`src/rtl/alu_arbiter_if.sv`:
```
// Request, ALU-bus and response signals shared between the requesters,
// the arbiter and the combinational ALU.
interface alu_arbiter_if;
    // requester side
    logic       req0;
    logic       req1;
    logic [3:0] op0_a;
    logic [3:0] op1_a;
    logic [3:0] op0_b;
    logic [3:0] op1_b;
    logic [1:0] op0_sel;
    logic [1:0] op1_sel;
    logic [1:0] op0_sw;
    logic [1:0] op1_sw;
    logic       gnt0;
    logic       gnt1;
    // ALU bus
    logic [3:0] alu_in1;
    logic [3:0] alu_in2;
    logic [1:0] alu_selector;
    logic       alu_switch1;
    logic       alu_switch2;
    logic [7:0] alu_out;
    // response port
    logic       rsp_valid;
    logic       rsp_id;
    logic [7:0] rsp_data;
    logic       rsp_ready;
    logic       busy;

    // arbiter view
    modport slave (
        input  req0, req1, op0_a, op1_a, op0_b, op1_b,
               op0_sel, op1_sel, op0_sw, op1_sw, alu_out, rsp_ready,
        output gnt0, gnt1, alu_in1, alu_in2, alu_selector,
               alu_switch1, alu_switch2, rsp_valid, rsp_id, rsp_data, busy
    );

    // requester / ALU / consumer view
    modport master (
        output req0, req1, op0_a, op1_a, op0_b, op1_b,
               op0_sel, op1_sel, op0_sw, op1_sw, alu_out, rsp_ready,
        input  gnt0, gnt1, alu_in1, alu_in2, alu_selector,
               alu_switch1, alu_switch2, rsp_valid, rsp_id, rsp_data, busy
    );
endinterface

```
`src/rtl/alu_arbiter.sv`:
```
// Two-port round-robin arbiter/sequencer for the 4-bit ALU: grants one
// request at a time, drives the ALU bus, waits SETTLE_CYCLES edges, then
// returns the captured 8-bit result over a valid/ready port.
module alu_arbiter #(
    parameter int unsigned SETTLE_CYCLES = 1  // legal 1..15
) (
    input  logic          clk,
    input  logic          rst_n,
    alu_arbiter_if.slave  bus
);

    typedef enum logic [1:0] {
        IDLE   = 2'd0,
        SETTLE = 2'd1,
        RESP   = 2'd2
    } state_t;

    state_t     state_q,     state_d;
    logic [3:0] cnt_q,       cnt_d;
    logic       last_q,      last_d;
    logic       gnt0_q,      gnt0_d;
    logic       gnt1_q,      gnt1_d;
    logic [3:0] in1_q,       in1_d;
    logic [3:0] in2_q,       in2_d;
    logic [1:0] sel_q,       sel_d;
    logic       sw1_q,       sw1_d;
    logic       sw2_q,       sw2_d;
    logic       rsp_valid_q, rsp_valid_d;
    logic       rsp_id_q,    rsp_id_d;
    logic [7:0] rsp_data_q,  rsp_data_d;
    logic       winner;

    // Next-state: arbitration in IDLE, settle countdown, response handshake.
    always_comb begin
        state_d     = state_q;
        cnt_d       = cnt_q;
        last_d      = last_q;
        gnt0_d      = 1'b0;
        gnt1_d      = 1'b0;
        in1_d       = in1_q;
        in2_d       = in2_q;
        sel_d       = sel_q;
        sw1_d       = sw1_q;
        sw2_d       = sw2_q;
        rsp_valid_d = rsp_valid_q;
        rsp_id_d    = rsp_id_q;
        rsp_data_d  = rsp_data_q;
        // on a tie the requester not served last wins; otherwise the sole requester
        winner      = (bus.req0 && bus.req1) ? ~last_q : bus.req1;

        unique case (state_q)
            IDLE: begin
                if (bus.req0 || bus.req1) begin
                    if (winner) begin
                        gnt1_d = 1'b1;
                        in1_d  = bus.op1_a;
                        in2_d  = bus.op1_b;
                        sel_d  = bus.op1_sel;
                        sw1_d  = bus.op1_sw[0];
                        sw2_d  = bus.op1_sw[1];
                    end else begin
                        gnt0_d = 1'b1;
                        in1_d  = bus.op0_a;
                        in2_d  = bus.op0_b;
                        sel_d  = bus.op0_sel;
                        sw1_d  = bus.op0_sw[0];
                        sw2_d  = bus.op0_sw[1];
                    end
                    last_d  = winner;
                    cnt_d   = 4'(SETTLE_CYCLES);
                    state_d = SETTLE;
                end
            end
            SETTLE: begin
                cnt_d = cnt_q - 4'd1;
                // last_q still names the owner of the operation in flight
                if (cnt_q <= 4'd1) begin
                    cnt_d       = '0;
                    rsp_data_d  = bus.alu_out;
                    rsp_id_d    = last_q;
                    rsp_valid_d = 1'b1;
                    state_d     = RESP;
                end
            end
            RESP: begin
                if (bus.rsp_ready) begin
                    rsp_valid_d = 1'b0;
                    state_d     = IDLE;
                end
            end
            default: state_d = IDLE;
        endcase
    end

    // State and registered outputs; asynchronous reset aborts any operation.
    always_ff @(posedge clk or negedge rst_n) begin
        if (!rst_n) begin
            state_q     <= IDLE;
            cnt_q       <= '0;
            last_q      <= 1'b1;
            gnt0_q      <= 1'b0;
            gnt1_q      <= 1'b0;
            in1_q       <= '0;
            in2_q       <= '0;
            sel_q       <= '0;
            sw1_q       <= 1'b0;
            sw2_q       <= 1'b0;
            rsp_valid_q <= 1'b0;
            rsp_id_q    <= 1'b0;
            rsp_data_q  <= '0;
        end else begin
            state_q     <= state_d;
            cnt_q       <= cnt_d;
            last_q      <= last_d;
            gnt0_q      <= gnt0_d;
            gnt1_q      <= gnt1_d;
            in1_q       <= in1_d;
            in2_q       <= in2_d;
            sel_q       <= sel_d;
            sw1_q       <= sw1_d;
            sw2_q       <= sw2_d;
            rsp_valid_q <= rsp_valid_d;
            rsp_id_q    <= rsp_id_d;
            rsp_data_q  <= rsp_data_d;
        end
    end

    assign bus.gnt0         = gnt0_q;
    assign bus.gnt1         = gnt1_q;
    assign bus.alu_in1      = in1_q;
    assign bus.alu_in2      = in2_q;
    assign bus.alu_selector = sel_q;
    assign bus.alu_switch1  = sw1_q;
    assign bus.alu_switch2  = sw2_q;
    assign bus.rsp_valid    = rsp_valid_q;
    assign bus.rsp_id       = rsp_id_q;
    assign bus.rsp_data     = rsp_data_q;
    assign bus.busy         = (state_q != IDLE);

endmodule

```
`src/flat_wrapper.sv`:
```
// flat-port wrapper written by rule: the top's interface ports become plain ports
module alu_arbiter_flat 
#(
    parameter int unsigned SETTLE_CYCLES = 1                
)
  (clk, rst_n, bus_req0, bus_req1, bus_op0_a, bus_op1_a, bus_op0_b, bus_op1_b, bus_op0_sel, bus_op1_sel, bus_op0_sw, bus_op1_sw, bus_alu_out, bus_rsp_ready, bus_gnt0, bus_gnt1, bus_alu_in1, bus_alu_in2, bus_alu_selector, bus_alu_switch1, bus_alu_switch2, bus_rsp_valid, bus_rsp_id, bus_rsp_data, bus_busy);
  alu_arbiter_if bus_i ();
  input  logic clk;
  input  logic rst_n;
  input wire logic [$bits(bus_i.req0)-1:0] bus_req0;
  input wire logic [$bits(bus_i.req1)-1:0] bus_req1;
  input wire logic [$bits(bus_i.op0_a)-1:0] bus_op0_a;
  input wire logic [$bits(bus_i.op1_a)-1:0] bus_op1_a;
  input wire logic [$bits(bus_i.op0_b)-1:0] bus_op0_b;
  input wire logic [$bits(bus_i.op1_b)-1:0] bus_op1_b;
  input wire logic [$bits(bus_i.op0_sel)-1:0] bus_op0_sel;
  input wire logic [$bits(bus_i.op1_sel)-1:0] bus_op1_sel;
  input wire logic [$bits(bus_i.op0_sw)-1:0] bus_op0_sw;
  input wire logic [$bits(bus_i.op1_sw)-1:0] bus_op1_sw;
  input wire logic [$bits(bus_i.alu_out)-1:0] bus_alu_out;
  input wire logic [$bits(bus_i.rsp_ready)-1:0] bus_rsp_ready;
  output wire logic [$bits(bus_i.gnt0)-1:0] bus_gnt0;
  output wire logic [$bits(bus_i.gnt1)-1:0] bus_gnt1;
  output wire logic [$bits(bus_i.alu_in1)-1:0] bus_alu_in1;
  output wire logic [$bits(bus_i.alu_in2)-1:0] bus_alu_in2;
  output wire logic [$bits(bus_i.alu_selector)-1:0] bus_alu_selector;
  output wire logic [$bits(bus_i.alu_switch1)-1:0] bus_alu_switch1;
  output wire logic [$bits(bus_i.alu_switch2)-1:0] bus_alu_switch2;
  output wire logic [$bits(bus_i.rsp_valid)-1:0] bus_rsp_valid;
  output wire logic [$bits(bus_i.rsp_id)-1:0] bus_rsp_id;
  output wire logic [$bits(bus_i.rsp_data)-1:0] bus_rsp_data;
  output wire logic [$bits(bus_i.busy)-1:0] bus_busy;
  assign bus_i.req0 = bus_req0;
  assign bus_i.req1 = bus_req1;
  assign bus_i.op0_a = bus_op0_a;
  assign bus_i.op1_a = bus_op1_a;
  assign bus_i.op0_b = bus_op0_b;
  assign bus_i.op1_b = bus_op1_b;
  assign bus_i.op0_sel = bus_op0_sel;
  assign bus_i.op1_sel = bus_op1_sel;
  assign bus_i.op0_sw = bus_op0_sw;
  assign bus_i.op1_sw = bus_op1_sw;
  assign bus_i.alu_out = bus_alu_out;
  assign bus_i.rsp_ready = bus_rsp_ready;
  assign bus_gnt0 = bus_i.gnt0;
  assign bus_gnt1 = bus_i.gnt1;
  assign bus_alu_in1 = bus_i.alu_in1;
  assign bus_alu_in2 = bus_i.alu_in2;
  assign bus_alu_selector = bus_i.alu_selector;
  assign bus_alu_switch1 = bus_i.alu_switch1;
  assign bus_alu_switch2 = bus_i.alu_switch2;
  assign bus_rsp_valid = bus_i.rsp_valid;
  assign bus_rsp_id = bus_i.rsp_id;
  assign bus_rsp_data = bus_i.rsp_data;
  assign bus_busy = bus_i.busy;
  alu_arbiter #(.SETTLE_CYCLES(SETTLE_CYCLES)) u_core (.clk(clk), .rst_n(rst_n), .bus(bus_i));
endmodule
```
`config.mk`:
```
export PLATFORM = sky130hd
export DESIGN_NAME = alu_arbiter_flat
export DESIGN_NICKNAME = d
export VERILOG_FILES = /design/src/rtl/alu_arbiter_if.sv /design/src/rtl/alu_arbiter.sv /design/src/flat_wrapper.sv
export SDC_FILE = /design/constraint.sdc
export NUM_CORES = 1
export LEC_CHECK = 0
export BUFFER_PORTS_ARGS = -buffer_cell sky130_fd_sc_hd__buf_2
export CORE_MARGIN = 1
export CORE_UTILIZATION = 50
export CTS_CLUSTER_DIAMETER = 150
export DETAILED_ROUTE_END_ITERATION = 7
export PLACE_DENSITY = 0.91
export SYNTH_ARGS = -nofsm -noshare
export SYNTH_HDL_FRONTEND = slang
export SYNTH_SLANG_ARGS = --single-unit
```
`constraint.sdc`:
```
create_clock -name clk -period 5.4 [get_ports clk]
set_clock_uncertainty 0.2 [all_clocks]
set_input_delay 0.27 -clock clk [delete_from_list [all_inputs] [get_ports clk]]
set_output_delay 0.27 -clock clk [all_outputs]
set_load 0.05 [all_outputs]
```
==> metrics.md <==
| Metric | Value |
|---|---|
| Io pins | `62` |
| Xor-xnor portion of the synthesized cell area | `0.611%` |
| GRT Overall Usage | `26.5%` |
| Worst-path maximum fanout | `15` |
| DR vias | `1332` |
| Synth cell count leaders | `dfrtp_1, nand2_1, a21oi_1, a31oi_1, mux2_4` |
| Post-synthesis simple-gate area fraction | `14.9%` |
| Max_slew headroom | `38.4%` |
| Die ar. | `0.00308 mm2` |
| Rows | `19` |
| Top-count cell post-synth | `dfrtp_1` |
| Unique masters post-synth | `35` |
| Worst Hold Class | `in2reg` |
| Initial antenna violation count | `0` |
| Post-Synthesis Cell Area | `0.00143 mm2` |
| Gate Count Post-Synth | `130` |
| Syn avg cell area | `11.0 um2` |
| Critical Path End | `u_core.bus.alu_switch2$_DFFE_PN0P_` |
| Post-detailed-route wirelength per cell | `14.6 um` |
| Worst setup path start | `bus_req0` |
| P&R area growth vs syn | `46.9%` |
| Nets | `261` |
| Status | `finished with violations` |
| Hpwl dp | `2170 um` |
| Clock-pin slew on the worst setup and hold paths | `0.09 ns` |
| Reg-to-Reg Start | `u_core.state_q[0]$_DFFE_PN0P_` |
| Maximum VDD drop | `0.000546 V` |
| Post-CTS setup buffer count | `0` |
| Asr flop ratio synth | `100%` |
| Placer Congestion | `0.744` |
| Antenna diode count | `0` |
| Largest family of logic cells by synthesized area | `compound AO/OA/AOI/OAI gates` |
| R2R cell count | `4` |
| Post-synth top area share | `52.4%` |
| Vias in the first global route | `1374` |
| Compound-Gate Fraction of Synth Area | `15.8%` |
| First-pass GRT wire length | `6240 um` |
| Clock period minus worst slack | `3.02 ns` |
| Worst EP arrival | `3.03 ns` |
| DRC | `0` |
| Leading area contributor after synthesis | `dfrtp_1` |
| Die Wd | `55.5 um` |
| Port-buffer cells | `61` |
| CTS tree | `yes` |
| Post-synthesis mux area share | `8.65%` |
| Clock buffer depth | `2` |
| Ys flop type | `dfrtp_1` |
| Worst Hold Depth | `3` |
| Violations in the final reports | `hold timing` |
| GR Overflow Total | `0` |
| Initial core utilization | `52.4%` |
| PD cells | `667 mW/mm2` |
| EDFF count, synth | `0` |
| Max Clk Rate | `0.332 GHz` |
| First drt pass iteration count | `4` |
| R2R Setup Slk | `2.60 ns` |
| CP Launch Type | `input pin` |
| Max Cap Violations | `0` |
| Routed WL | `3690 um` |
| Yosys warns | `0` |
| Slew @ Worst Pin | `0.917 ns` |
| Core Area | `0.00273 mm2` |
| Vias per std cell | `5.26` |
| H-tree levels | `2` |
| Final hold viol count | `1` |
| RSZ-0062 raised after global routing | `no` |
| Post-CTS sizing | `0` |
| Clk sinks | `31` |
| Hold_ws | `-0.000266 ns` |
| Sequential-to-total area share from yosys stat | `54.2%` |
| Fraction of layout cells with a size suffix above 1 | `37.8%` |
| CP Capture Type | `register` |
| Max-slew violations | `0` |
| Required time worst endpoint | `5.42 ns` |
| Placed insts | `215` |
| Die H | `55.5 um` |
| CP Class | `in2reg` |
| Largest net degree at the start of global routing | `32` |
| Final-report setup violation count | `0` |
| Hold_buf cts | `31` |
| Leakage power | `0.00100 uW` |
| Fin crit share | `55.9%` |
| Synthesis-stage register bit count | `31` |
| Root buf cell | `clkbuf_4` |
| Clk_lat worst skew | `0.33 ns` |
| Drt initial violations | `45` |
| Non-Filler Instances | `253` |
| Detail Route Antenna Nets | `0` |
| Post-Syn Nets | `169` |
| Top post-synthesis cells by area | `dfrtp_1, nand2_1, mux2_4, a31oi_1, a21oi_1` |
| Setup tns final | `0 ns` |
| Total CTS buffers | `5` |
| Worst R2R End | `u_core.bus.alu_switch2$_DFFE_PN0P_` |
| Area share of fa/ha/maj cells after synthesis | `1.75%` |
==> registers in the layout, summed over array words and instances (netlist names) <==
name,cells
u_core.state_q,2
u_core.bus.alu_selector,2
u_core.bus.alu_switch1,1
u_core.last_q,1
u_core.bus.gnt1,1
u_core.bus.alu_switch2,1
u_core.bus.rsp_id,1
u_core.cnt_q,4
u_core.bus.alu_in1,4
u_core.bus.rsp_valid,1
u_core.bus.alu_in2,4
u_core.bus.gnt0,1
u_core.bus.rsp_data,8
==> cells in the final DEF (no fill, tap or decap), types with 2 or more instances in the layout <==
cell / instances
clkbuf_4: 5
nor2_1: 3
nand2_1: 25
mux2_2: 3
inv_1: 3
buf_2: 61
ha_1: 2
a211oi_1: 2
o311ai_0: 2
a31oi_1: 12
nand3b_1: 2
dlygate4sd3_1: 31
mux2_4: 6
dfrtp_1: 30
a21oi_1: 12
==> stage by stage <==
stage / total power [uW] / setup slack (ns) / utilization (%) / instance area [um2] / hold slack (ns)
finish: 1400 / 2.38 / 77.0 / 2100 / -0.000266
global route: 1490 / 2.28 / 77.0 / 2100 / 0.0130
CTS: 1400 / 2.45 / 77.0 / 2100 / 0.00518
detailed placement: 1190 / 3.14 / 63.6 / 1740 / 0.148
global placement: 1170 / 3.19 / 63.6 / 1740 / 0.150
floorplan: 1030 / 3.67 / - / 1430 / -0.226
==> power by group <==
part	switching [uW]	internal, uW	total, uW
Sequential	78.4	345	424
Combinational	551	293	844
Clock	76.1	60.2	136
Total	706	699	1400
==> area by class of cell <==
cell class	count	area [um2]
well taps	31	38.8
inverters	3	11.3
clock buffers	6	51.3
repair buffers	93	623
fillers	161	629
clock inverters	1	5.00
multi-input cells	88	598
flip-flops and latches	31	777
==> worst min path at each step <==
stage / from / end / slack (ns)
finish: bus_op0_b[0] / u_core.bus.alu_in2[0]$_DFFE_PN0P_ / -0.0003
global route: bus_req1 / u_core.last_q$_DFFE_PN1P_ / 0.01
CTS: bus_op0_b[0] / u_core.bus.alu_in2[0]$_DFFE_PN0P_ / 0.005
detailed placement: rst_n / u_core.bus.rsp_valid$_DFFE_PN0P_ / 0.15
global placement: rst_n / u_core.bus.alu_in2[2]$_DFFE_PN0P_ / 0.15
floorplan: rst_n / u_core.bus.alu_in1[0]$_DFFE_PN0P_ / -0.23
==> worst max-delay path, cell delays in order <==
cell           delay [ns]
dlygate4sd3_1        0.52
buf_2                0.12
or2_0                0.62
and2_0               0.71
a31oi_1              0.17
dlygate4sd3_1        0.61
==> logic make-up after synthesis <==
group	Yosys count
mux	9
buf+inv	11
flops	31
xor+xnor	1
simple gates	41
compound gates	35
fa+ha+maj	2
==> routing by layer <==
metal / global-route usage (%) / wire length, um / vias to the layer above
met4: 8.93 / 70 / 0
met5: 0 / 0 / -
met2: 47.5 / 1910 / 56
met1: 29.8 / 1480 / 616
met3: 7.96 / 237 / 11
li1: - / - / 649
Note: power is estimated with default switching activity, not from simulation.
